### config.mk
export PLATFORM = sky130hd
export DESIGN_NAME = dcache_miss_ctrl_flat
export DESIGN_NICKNAME = d
export VERILOG_FILES = /design/src/rtl/dcache_miss_ctrl_if.sv /design/src/rtl/dcache_miss_ctrl.sv /design/src/flat_wrapper.sv
export SDC_FILE = /design/constraint.sdc
export NUM_CORES = 1
export LEC_CHECK = 0
export ABC_AREA = 1
export CAP_MARGIN = 0
export CORE_MARGIN = 2
export CORE_UTILIZATION = 25
export DETAILED_ROUTE_END_ITERATION = 10
export PLACE_DENSITY = 0.95
export SYNTH_ARGS = -nofsm -noshare
export SYNTH_HDL_FRONTEND = slang
export SYNTH_SLANG_ARGS = --single-unit
export TNS_END_PERCENT = 20
### constraint.sdc
create_clock -name clk -period 3 [get_ports clk]
set_clock_uncertainty 0.1 [all_clocks]
set_input_delay 0.45 -clock clk [delete_from_list [all_inputs] [get_ports clk]]
set_output_delay 0.45 -clock clk [all_outputs]
set_load 0.005 [all_outputs]
### src/rtl/dcache_miss_ctrl_if.sv
// Pipeline-request and cache-port bundle for the data-cache miss controller.
// slave = controller view, master = pipeline/cache environment view.
interface dcache_miss_ctrl_if;
  logic        req_valid;
  logic        req_write;
  logic [15:0] req_addr;
  logic [31:0] req_wdata;
  logic        flush;
  logic        stall;
  logic [31:0] rdata;
  logic        cache_write;
  logic        cache_copy;
  logic        cache_reset;
  logic [15:0] cache_addr;
  logic [31:0] cache_wdata;
  logic        cache_hit;
  logic [31:0] cache_rdata;

  modport slave (
    input  req_valid, req_write, req_addr, req_wdata, flush,
    input  cache_hit, cache_rdata,
    output stall, rdata, cache_write, cache_copy, cache_reset,
    output cache_addr, cache_wdata
  );

  modport master (
    output req_valid, req_write, req_addr, req_wdata, flush,
    output cache_hit, cache_rdata,
    input  stall, rdata, cache_write, cache_copy, cache_reset,
    input  cache_addr, cache_wdata
  );
endinterface

### src/rtl/dcache_miss_ctrl.sv
// Hit/miss sequencing, miss-latency wait, fill and flush control for a write-through D-cache.
// Optional hit/miss statistics counters are enabled by defining DCACHE_STATS_EN.
module dcache_miss_ctrl #(
  parameter int MISS_CYCLES = 3
`ifdef DCACHE_STATS_EN
  , parameter int CNT_W = 32
`endif
) (
  input  logic clk,
  input  logic reset,
  dcache_miss_ctrl_if.slave bus
`ifdef DCACHE_STATS_EN
  ,
  output logic [CNT_W-1:0] hit_count,
  output logic [CNT_W-1:0] miss_count
`endif
);

  typedef enum logic [1:0] {S_IDLE, S_WAIT, S_FILL} state_t;

  localparam logic [3:0] LOAD_CNT = 4'(MISS_CYCLES - 1);

  state_t     r_state;
  logic [3:0] r_cnt;
  logic       r_flush_pend;
  logic       r_copy;

  logic w_idle;
  logic w_flush_now;
  logic w_load;
  logic w_store;
  logic w_miss;

  assign w_idle      = (r_state == S_IDLE) && !reset;
  // A pending flush or a new flush pulse pre-empts any request in this IDLE cycle.
  assign w_flush_now = w_idle && (bus.flush || r_flush_pend);
  assign w_load      = bus.req_valid && !bus.req_write;
  assign w_store     = bus.req_valid && bus.req_write;
  assign w_miss      = w_idle && !w_flush_now && w_load && !bus.cache_hit;

  assign bus.cache_addr  = bus.req_addr;
  assign bus.cache_wdata = bus.req_wdata;
  assign bus.rdata       = bus.cache_rdata;
  assign bus.cache_write = w_idle && !w_flush_now && w_store;
  assign bus.cache_copy  = r_copy && !reset;
  assign bus.cache_reset = reset || w_flush_now;
  assign bus.stall       = !reset &&
                           ((r_state != S_IDLE) || w_miss ||
                            (w_flush_now && (bus.req_valid || r_flush_pend)));

  always_ff @(posedge clk) begin
    if (reset) begin
      r_state      <= S_IDLE;
      r_cnt        <= 4'd0;
      r_flush_pend <= 1'b0;
      r_copy       <= 1'b0;
    end else begin
      r_copy <= 1'b0;
      case (r_state)
        S_IDLE: begin
          if (w_flush_now) begin
            r_flush_pend <= 1'b0;
          end else if (w_miss) begin
            r_cnt <= LOAD_CNT;
            if (LOAD_CNT == 4'd0) begin
              r_state <= S_FILL;
              r_copy  <= 1'b1;
            end else begin
              r_state <= S_WAIT;
            end
          end
        end
        S_WAIT: begin
          if (bus.flush) r_flush_pend <= 1'b1;
          r_cnt <= (r_cnt == 4'd0) ? 4'd0 : r_cnt - 4'd1;
          if (r_cnt <= 4'd1) begin
            r_state <= S_FILL;
            r_copy  <= 1'b1;
          end
        end
        S_FILL: begin
          if (bus.flush) r_flush_pend <= 1'b1;
          r_state <= S_IDLE;
        end
        default: r_state <= S_IDLE;
      endcase
    end
  end

`ifdef DCACHE_STATS_EN
  logic             w_hit;
  logic             r_after_fill;
  logic [CNT_W-1:0] r_hit_cnt;
  logic [CNT_W-1:0] r_miss_cnt;

  assign w_hit = w_idle && !w_flush_now && w_load && bus.cache_hit;

  // The hit that completes a filled load is not a fresh hit, so it is skipped.
  always_ff @(posedge clk) begin
    if (reset) begin
      r_after_fill <= 1'b0;
      r_hit_cnt    <= '0;
      r_miss_cnt   <= '0;
    end else begin
      r_after_fill <= (r_state == S_FILL);
      if (w_hit && !r_after_fill && !(&r_hit_cnt)) r_hit_cnt <= r_hit_cnt + CNT_W'(1);
      if (w_miss && !(&r_miss_cnt)) r_miss_cnt <= r_miss_cnt + CNT_W'(1);
    end
  end

  assign hit_count  = r_hit_cnt;
  assign miss_count = r_miss_cnt;
`endif

endmodule

### src/flat_wrapper.sv
// flat-port wrapper written by rule: the top's interface ports become plain ports
module dcache_miss_ctrl_flat 
#(
  parameter int MISS_CYCLES = 3

)
  (clk, reset, bus_req_valid, bus_req_write, bus_req_addr, bus_req_wdata, bus_flush, bus_cache_hit, bus_cache_rdata, bus_stall, bus_rdata, bus_cache_write, bus_cache_copy, bus_cache_reset, bus_cache_addr, bus_cache_wdata);
  dcache_miss_ctrl_if bus_i ();
  input  logic clk;
  input  logic reset;
  input wire logic [$bits(bus_i.req_valid)-1:0] bus_req_valid;
  input wire logic [$bits(bus_i.req_write)-1:0] bus_req_write;
  input wire logic [$bits(bus_i.req_addr)-1:0] bus_req_addr;
  input wire logic [$bits(bus_i.req_wdata)-1:0] bus_req_wdata;
  input wire logic [$bits(bus_i.flush)-1:0] bus_flush;
  input wire logic [$bits(bus_i.cache_hit)-1:0] bus_cache_hit;
  input wire logic [$bits(bus_i.cache_rdata)-1:0] bus_cache_rdata;
  output wire logic [$bits(bus_i.stall)-1:0] bus_stall;
  output wire logic [$bits(bus_i.rdata)-1:0] bus_rdata;
  output wire logic [$bits(bus_i.cache_write)-1:0] bus_cache_write;
  output wire logic [$bits(bus_i.cache_copy)-1:0] bus_cache_copy;
  output wire logic [$bits(bus_i.cache_reset)-1:0] bus_cache_reset;
  output wire logic [$bits(bus_i.cache_addr)-1:0] bus_cache_addr;
  output wire logic [$bits(bus_i.cache_wdata)-1:0] bus_cache_wdata;
  assign bus_i.req_valid = bus_req_valid;
  assign bus_i.req_write = bus_req_write;
  assign bus_i.req_addr = bus_req_addr;
  assign bus_i.req_wdata = bus_req_wdata;
  assign bus_i.flush = bus_flush;
  assign bus_i.cache_hit = bus_cache_hit;
  assign bus_i.cache_rdata = bus_cache_rdata;
  assign bus_stall = bus_i.stall;
  assign bus_rdata = bus_i.rdata;
  assign bus_cache_write = bus_i.cache_write;
  assign bus_cache_copy = bus_i.cache_copy;
  assign bus_cache_reset = bus_i.cache_reset;
  assign bus_cache_addr = bus_i.cache_addr;
  assign bus_cache_wdata = bus_i.cache_wdata;
  dcache_miss_ctrl #(.MISS_CYCLES(MISS_CYCLES)) u_core (.clk(clk), .reset(reset), .bus(bus_i));
endmodule
==> metrics, run 1 <==
largest cells by area after synthesis buf_4, dfxtp_1, nand2_1; Clock Sinks 8; worst setup margin 0.266 ns; placed inst area 667 sq um; area growth from synthesis to layout -37.2%; unrepaired setup endpoints after global routing no; first-pass GRT wire length 3.26 mm; Worst Path Max Fanout 11; Non-Filler Instances 147; flops & latches, synth 8; PwrDens 848 nW/um^2; CP max stage delay 0.49 ns; synthesized area 1130 sq um; min-delay worst type reg2reg; Worst Tran Pin Value 0.373 ns; worst path buffer plus inverter count 4; die area 5060 sq um; Initial DRT Pass Iterations 3; setup_tns 0 ns; Clock power frac 21.9%; worst setup path start reset; WS Path Type in2out; I/O pin total 170; FF-to-FF path depth 9; vias in the first global route 623; WL final 2.25 mm; Resized cells post-CTS 0; Crit path depth 9; syn nets 255; CTS buffer count 3; final hold violation count 0; Leak 0.305 nW; leading area contributor after synthesis buf_4; diode count 0; H-Tree Level Count 1; Mean Syn Cell Area 6.83 sq um; sw power 0.255 mW; Placer Congestion 0.800; Starting DRT DRC Count 19; Worst EP required 2.45 ns; I/O Buffers 9; Clock Pin Slew Worst Setup and Hold Paths 0.04 ns; critical path's slowest cell clkdlybuf4s50_1; initial antenna violation count 0; CTS tree done; CTS max path bufs 2; reg-to-reg slack, setup 1.46 ns; Hold-fix buffers, CTS 0; crit start category primary input; Comb pwr share 48.5%; clk root buf clkbuf_8; clock latency at the later pin of the worst-skew pair 0.23 ns; yosys synthesis warning count 0; Worst R2R Start u_core.r_state[0]$_SDFFE_PP0P_; largest net degree at the start of global routing 12; CP endpoint bus_stall; cell family with most CP delay buffers and inverters; core area 4350 sq um; Cells after DPL 144; Arr. time, crit path 2.18 ns; Die Wd 71.2 um; post-CTS setup buffer count 0; final setup vio count 0; wire length per cell 15.3 um; Cell Chain, Critical Path clkdlybuf4s50_1 > inv_2 > nand2_1 > nor2_1 > nand2_1 > nand2_2 > o21ai_0 > inv_1 > clkdlybuf4s50_1; CP endpoint kind primary output; register area 160 sq um; min Tclk post-route 2.73 ns; worst-case vdd ir drop 0.271 mV; Overflow after GRT 0; vias per inst 4.18; pre-CTS setup slack 0.268 ns; Starting Density 25.9%; Detail Route Antenna Nets 0; Int Pwr 0.345 mW; Max Clk Rate 366 MHz; Yosys cell types 16; reg2reg end u_core.r_state[0]$_SDFFE_PP0P_; detailed placement HPWL 1.88 mm; Seq/Total Area, Yosys 14.2%; share of cells above drive strength 1 6.32%; Cells after Synth 165; final net count 187; fillers 487; Final Instance Area 708 sq um; Rows 24; via count 615; Post-route DRC 0; max_cap viols 0; Seq pwr share 29.6%; Final Cycle Share 91.1%; die height 71.2 um; Yosys top cell area share 53.3%; Sw Ratio 42.5%; status complete, no violations; total track usage 8.68%; Slew Limit Fails 0; footprint of the multi-input gates 292 sq um; Slew headroom 74.9%; Core Util, Final 16.3%
==> cell usage in the layout, fill, tap and decap left out <==
cell / n
nand2_1: 21
inv_1: 15
nor2_1: 9
nand3_1: 9
clkdlybuf4s50_1: 9
a21oi_1: 8
dfxtp_1: 8
o21ai_0: 4
ha_1: 4
clkbuf_8: 3
inv_2: 1
nor4_1: 1
nand2_2: 1
or2_2: 1
nor3_1: 1
==> stage by stage <==
stage | power (mW) | hold slack [ns]
2_1_floorplan | 0.497 | 0.342
3_3_place_gp | 0.454 | 0.369
3_5_place_dp | 0.465 | 0.383
4_1_cts | 0.600 | 0.389
5_1_grt | 0.662 | 0.408
6_report | 0.600 | 0.385
==> registers in the layout (all words and copies together) (netlist names) <==
| signal | count |
|---|---|
| u_core.r_cnt | 4 |
| u_core.r_copy | 1 |
| u_core.r_flush_pend | 1 |
| u_core.r_state | 2 |
==> layer usage <==
| metal | share of wire (%) | routed length [um] | track usage, % | up-vias |
|---|---|---|---|---|
| met4 | 4.9 | 110 | 6.50 | 0 |
| met2 | 49 | 1100 | 14.5 | 68 |
| li1 | - | - | - | 285 |
| met3 | 20 | 449 | 7.55 | 16 |
| met1 | 26 | 586 | 6.12 | 246 |
| met5 | 0 | 0 | 0 | - |
==> cell usage after synthesis, drive strengths merged <==
master,count
buf,82
nand2,22
inv,16
nand3,9
nor2,9
a21oi,8
dfxtp,8
ha,4
o21ai,4
nor3,1
nor4,1
or2,1
==> worst min path at each step <==
stage	cells after the start	end	startpoint	slack (ns)
after global placement	2	u_core.r_cnt[3]$_SDFFE_PP0P_	u_core.r_cnt[3]$_SDFFE_PP0P_	0.37
after floorplan	2	u_core.r_cnt[3]$_SDFFE_PP0P_	u_core.r_cnt[3]$_SDFFE_PP0P_	0.34
final	2	u_core.r_state[1]$_SDFFE_PP0P_	u_core.r_state[1]$_SDFFE_PP0P_	0.38
after detailed placement	2	u_core.r_cnt[3]$_SDFFE_PP0P_	u_core.r_cnt[3]$_SDFFE_PP0P_	0.38
after CTS	2	u_core.r_cnt[3]$_SDFFE_PP0P_	u_core.r_cnt[3]$_SDFFE_PP0P_	0.39
after global routing	2	u_core.r_state[1]$_SDFFE_PP0P_	u_core.r_state[1]$_SDFFE_PP0P_	0.41
==> cell type report <==
| class | count | share of cell area, % |
|---|---|---|
| Inverter | 16 | 8.48 |
| Multi-Input combinational cell | 59 | 41.2 |
| Tap cell | 52 | 9.19 |
| Clock buffer | 3 | 5.83 |
| Sequential cell | 8 | 22.6 |
| Timing Repair Buffer | 9 | 12.7 |
==> worst reg2reg max path: cells and delay by family (launching register included) <==
kind	cells	cell delay (ns)
flip-flops	1	0.34
adder cells (fa/ha/maj)	1	0.25
AO/OA/AOI/OAI	1	0.06
buffers and inverters	1	0.09
AND/OR/NAND/NOR	6	0.59
==> power groups by stage <==
| stage | Clock, mW | Combinational (mW) | Sequential (mW) |
|---|---|---|---|
| 4_1_cts | 0.133 | 0.290 | 0.176 |
| 6_report | 0.132 | 0.291 | 0.177 |
| 5_1_grt | 0.142 | 0.338 | 0.182 |
| 3_5_place_dp | 0 | 0.287 | 0.178 |
| 3_3_place_gp | 0 | 0.279 | 0.175 |
| 2_1_floorplan | 0 | 0.329 | 0.168 |
==> logic make-up after synthesis <==
group                      synth area share, %
and+or+nand+nor                           16.1
DFF                                       14.2
adders and majority gates                 4.44
AOI/OAI and AO/OA                         5.33
buffers and inverters                     59.9
Power figures use the tool's default switching activity.
==> run 2: changes to the inputs <==
--- a/config.mk
+++ b/config.mk
@@ -7,6 +7,7 @@
 export LEC_CHECK = 0
 export ABC_AREA = 1
 export CAP_MARGIN = 0
+export CORE_ASPECT_RATIO = 0.8
 export CORE_MARGIN = 2
 export CORE_UTILIZATION = 25
 export DETAILED_ROUTE_END_ITERATION = 10
==> metrics, run 2 (same netlist as run 1, synthesis figures left out) <==
status complete, no violations; worst setup path start reset; worst-case vdd ir drop 0.272 mV (+0.36%); Worst R2R Start u_core.r_state[1]$_SDFFE_PP0P_; Arr. time, crit path 2.18 ns (about the same); Final Cycle Share 91.1% (about the same); vias per inst 4.10 (-2.0%); final hold violation count 0 (unchanged); Detail Route Antenna Nets 0 (unchanged); max_cap viols 0 (unchanged); core area 4260 sq um (-2.2%); Non-Filler Instances 152 (+3.4%); final setup vio count 0 (unchanged); H-Tree Level Count 1 (unchanged); max FFs per register 4 (unchanged); Starting Density 26.5% (+0.59 points); CP endpoint kind primary output; crit start category primary input; final net count 187 (unchanged); register area 160 sq um (unchanged); hold_ws 0.372 ns (-0.0131 ns); Largest Register u_core.r_cnt; placed inst area 673 sq um (+0.94%); Worst Tran Pin Value 0.266 ns (-0.107 ns); hold path start u_core.r_cnt[3]$_SDFFE_PP0P_; Initial DRT Pass Iterations 4 (+1); post-CTS setup buffer count 0 (unchanged); Resized cells post-CTS 0 (unchanged); Rows 21 (-13%); WL final 1.57 mm (-30%); fillers 502 (+3.1%); I/O Buffers 9 (unchanged); Max Clk Rate 366 MHz (about the same); total track usage 6.19% (-2.5 points); area growth from synthesis to layout -36.6%; share of cells above drive strength 1 6.32% (unchanged); footprint of the multi-input gates 292 sq um (unchanged); Slew headroom 82.1% (+7.2 points); min-delay worst type reg2reg; setup_tns 0 ns (unchanged); Worst Path Max Fanout 11 (unchanged); Final Instance Area 714 sq um (+0.88%); largest net degree at the start of global routing 12 (unchanged); vias in the first global route 573 (-8.0%); Overflow after GRT 0 (unchanged); Placer Congestion 0.846 (+5.7%); WS Path Type in2out; CTS max path bufs 2 (unchanged); clk root buf clkbuf_8; Post-route DRC 0 (unchanged); I/O pin total 170 (unchanged); wire length per cell 10.3 um (-33%); Hold-fix buffers, CTS 0 (unchanged); initial antenna violation count 0 (unchanged); clock latency at the later pin of the worst-skew pair 0.23 ns (about the same); min Tclk post-route 2.73 ns (-0.000335 ns); Clock Pin Slew Worst Setup and Hold Paths 0.04 ns (about the same); highest-count cells in the layout ignoring fill and taps nand2_1, inv_1, nor2_1, nand3_1, clkdlybuf4s50_1; CTS tree done; via count 623 (+1.3%); die height 64.1 um (-10%); PwrDens 826 nW/um^2 (-2.5%); diode count 0 (unchanged); die area 5070 sq um (about the same); Clock Sinks 8 (unchanged); Starting DRT DRC Count 15 (-4); detailed placement HPWL 1.27 mm (-32%); Leak 0.305 nW (unchanged); Die Wd 79.1 um (+11%); Cells after DPL 149 (+3.5%); unrepaired setup endpoints after global routing no; Worst EP required 2.45 ns (about the same); first-pass GRT wire length 2.44 mm (-25%); Top Registers u_core.r_cnt: 4 flops, u_core.r_state: 2 flops; most common cell after layout, fill and taps aside nand2_1; CTS buffer count 3 (unchanged); Slew Limit Fails 0 (unchanged)
run 2: cell counts in the layout (fill, tap and decap cells not counted):
No cell type changed its count.
run 2: per-layer routing:
| metal | vias up | routed length, um | global-route usage [%] |
|---|---|---|---|
| li1 | 284 | - | - |
| met1 | 263 | 644 | 6.23 |
| met2 | 70 | 547 | 7.10 |
| met3 | 6 | 358 | 7.91 |
| met4 | 0 | 19 | 2.80 |
| met5 | - | 0 | 0 |
run 2: per-stage QoR:
step / power, mW / utilization (%) / worst slack (ns)
6_report: 0.590 / 16.8 / 0.266
5_1_grt: 0.658 / 16.8 / 0.113
4_1_cts: 0.597 / 16.8 / 0.255
3_5_place_dp: 0.464 / 15.8 / 0.252
3_3_place_gp: 0.457 / 15.8 / 0.278
2_1_floorplan: 0.497 / - / 1.22
run 2: final cells by class:
class	count	area share (%)
inverter	16	8.41
multi-input combinational	59	40.8
clock buffer	3	5.78
timing repair buffer	9	12.6
sequential	8	22.4
tap	57	9.98
run 2: final timing paths:
check | cells past startpoint | slack [ns] | endpoint
setup reg to reg | 8 | 1.47 | u_core.r_state[1]$_SDFFE_PP0P_
setup / recovery | 9 | 0.27 | bus_stall
hold / removal | 2 | 0.37 | u_core.r_cnt[3]$_SDFFE_PP0P_
hold reg to reg | 2 | 0.37 | u_core.r_cnt[3]$_SDFFE_PP0P_
run 2: where the power goes:
part	switching, mW	internal [mW]	total, mW	leakage, nW
combinational	0.173	0.116	0.289	0.218
sequential	0.0325	0.142	0.175	0.0651
clock	0.0404	0.0868	0.127	0.0216
run 2: worst max-delay path, cell delays in order:
cell and delay (ns):
clkdlybuf4s50_1 0.49, inv_2 0.17, nand2_1 0.09, nor2_1 0.10
nand2_1 0.06, nand2_2 0.16, o21ai_0 0.12, inv_1 0.06
clkdlybuf4s50_1 0.49
==> run 3: changes to the inputs <==
--- a/config.mk
+++ b/config.mk
@@ -11,6 +11,7 @@
 export CORE_MARGIN = 2
 export CORE_UTILIZATION = 25
 export DETAILED_ROUTE_END_ITERATION = 10
+export GPL_TIMING_DRIVEN = 1
 export PLACE_DENSITY = 0.95
 export SYNTH_ARGS = -nofsm -noshare
 export SYNTH_HDL_FRONTEND = slang
==> constraint.sdc (replaced) <==
create_clock -name clk -period 3 [get_ports clk]
set_clock_uncertainty 0.1 [all_clocks]
set_input_delay 0.9 -clock clk [delete_from_list [all_inputs] [get_ports clk]]
set_output_delay 0.9 -clock clk [all_outputs]
set_load 0.005 [all_outputs]
==> metrics, run 3 (same netlist as run 1, synthesis figures left out) <==
status complete, no violations; Leak 0.350 nW (+15%); pre-CTS setup slack -0.402 ns (-0.654 ns); H-Tree Level Count 1 (unchanged); fillers 496 (-1.2%); Initial DRT Pass Iterations 4 (unchanged); most common cell after layout, fill and taps aside nand2_1; critical path's slowest cell clkdlybuf4s50_1; unrepaired setup endpoints after global routing no; min Tclk post-route 2.93 ns (+0.197 ns); share of cells above drive strength 1 19.0% (+13 points); Max Clk Rate 341 MHz (-6.7%); via count 634 (+1.8%); Worst Path Max Fanout 2 (-9); Starting Density 26.5% (unchanged); CP endpoint kind primary output; PwrDens 809 nW/um^2 (-2.1%); Overflow after GRT 0 (unchanged); die height 64.1 um (unchanged); Clock Pin Slew Worst Setup and Hold Paths 0.04 ns (about the same); Non-Filler Instances 157 (+3.3%); max_cap viols 0 (unchanged); CTS tree done; Slew headroom 84.4% (+2.3 points); I/O Buffers 9 (unchanged); Core Util, Final 18.0% (+1.2 points); final setup vio count 0 (unchanged); total track usage 6.25% (+0.061 points); met1 global-route usage 6.75% (+0.52 points); Rows 21 (unchanged); detailed placement HPWL 1.27 mm (-0.32%); FF-to-FF path depth 10 (+2); final net count 192 (+2.7%); clk root buf clkbuf_8; clock latency at the later pin of the worst-skew pair 0.22 ns (about the same); Slew Limit Fails 0 (unchanged); Clock Sinks 8 (unchanged); Detail Route Antenna Nets 0 (unchanged); worst-case vdd ir drop 0.261 mV (-4.0%); max FFs per register 4 (unchanged); I/O pin total 170 (unchanged); Cells after DPL 154 (+3.4%); worst path buffer plus inverter count 3 (-1); Largest Register u_core.r_cnt; Worst EP required 2.00 ns (-0.45 ns); Starting DRT DRC Count 10 (-5); Post-route DRC 0 (unchanged); vias in the first global route 568 (-0.87%); Top Registers u_core.r_cnt: 4 flops, u_core.r_state: 2 flops; worst setup margin 0.0690 ns (-0.197 ns); die area 5070 sq um (unchanged); Worst Tran Pin Value 0.234 ns (-0.0321 ns); setup_tns 0 ns (unchanged); Placer Congestion 0.828 (-2.0%); worst hold stages 2 (unchanged); met2 GRT Util 7.10% (unchanged); Arr. time, crit path 1.93 ns (-0.25 ns); CP max stage delay 0.46 ns (-0.03 ns); cell family with most CP delay buffers and inverters; CTS buffer count 3 (unchanged); core area 4260 sq um (unchanged); Final Cycle Share 97.7% (+6.6 points); global route hottest layer met3; met3 usage 7.91% (unchanged); crit start category primary input; first-pass GRT wire length 2.50 mm (+2.3%); CTS max path bufs 2 (unchanged); min-delay worst type reg2reg; Crit path depth 7 (-2); area growth from synthesis to layout -32.0%; vias per inst 4.04 (-1.5%); Cell Chain, Critical Path clkdlybuf4s50_1 > nor2_1 > nand2_1 > nand2_2 > o21ai_2 > inv_1 > dlygate4sd2_1; diode count 0 (unchanged); WL final 1.58 mm (+0.45%); Die Wd 79.1 um (unchanged); wire length per cell 10.0 um (-2.8%); WS Path Type in2out; initial antenna violation count 0 (unchanged); highest-count cells in the layout ignoring fill and taps nand2_1, inv_1, nor2_1; final hold violation count 0 (unchanged); largest net degree at the start of global routing 11 (-1)
==> run 3: cell types whose count changed in the layout (fill, tap and decap cells not counted), sizes merged <==
cell / previous run / this run
buf: 0 / 6
clkdlybuf4s50: 9 / 2
dlygate4sd2: 0 / 5
dlymetal6s2s: 0 / 1
==> run 3: worst min-delay path: stages (launching register included) <==
cell and delay, ns:
dfxtp_1 0.31, nand3_1 0.08, inv_1 0.03
==> run 3: what timing repair did <==
action / CTS / global route
setup buffers: 0 / 0
hold endpoints to repair: 0 / 0
resized for setup: 15 / 3
hold buffers: 0 / 0
endpoints found under the setup margin: 4 / 2
pin swaps: 3 / 2
==> run 3: per-layer routing <==
layer | wire, um | vias up
met5 | 0 | -
li1 | - | 294
met2 | 535 | 69
met4 | 19 | 0
met3 | 365 | 6
met1 | 655 | 265
==> run 3: through the flow <==
stage	hold WS [ns]	area (sq um)	total power, mW
floorplan	0.342	1130	0.497
global placement	0.356	711	0.479
detailed placement	0.357	711	0.487
CTS	0.364	768	0.623
global route	0.393	767	0.692
finish	0.360	767	0.620
==> run 3: path summary, 6_finish.rpt <==
check | start | to | slack [ns]
min reg2reg | u_core.r_cnt[3]$_SDFFE_PP0P_ | u_core.r_cnt[3]$_SDFFE_PP0P_ | 0.36
max reg2reg | u_core.r_state[0]$_SDFFE_PP0P_ | u_core.r_state[0]$_SDFFE_PP0P_ | 1.41
min | u_core.r_cnt[3]$_SDFFE_PP0P_ | u_core.r_cnt[3]$_SDFFE_PP0P_ | 0.36
max | bus_cache_hit | bus_stall | 0.07
==> run 3: cell type report <==
class / instances / area (sq um) / share of cell area (%)
inverter: 16 / 60.1 / 7.83
multi-input combinational: 59 / 315 / 41.1
tap: 57 / 71.3 / 9.30
sequential: 8 / 160 / 20.9
timing repair buffer: 14 / 119 / 15.5
clock buffer: 3 / 41.3 / 5.38
==> run 3: power by group <==
part	switching, mW	total (mW)	internal [mW]
logic	0.184	0.317	0.133
registers	0.0340	0.176	0.142
clock network	0.0398	0.127	0.0867
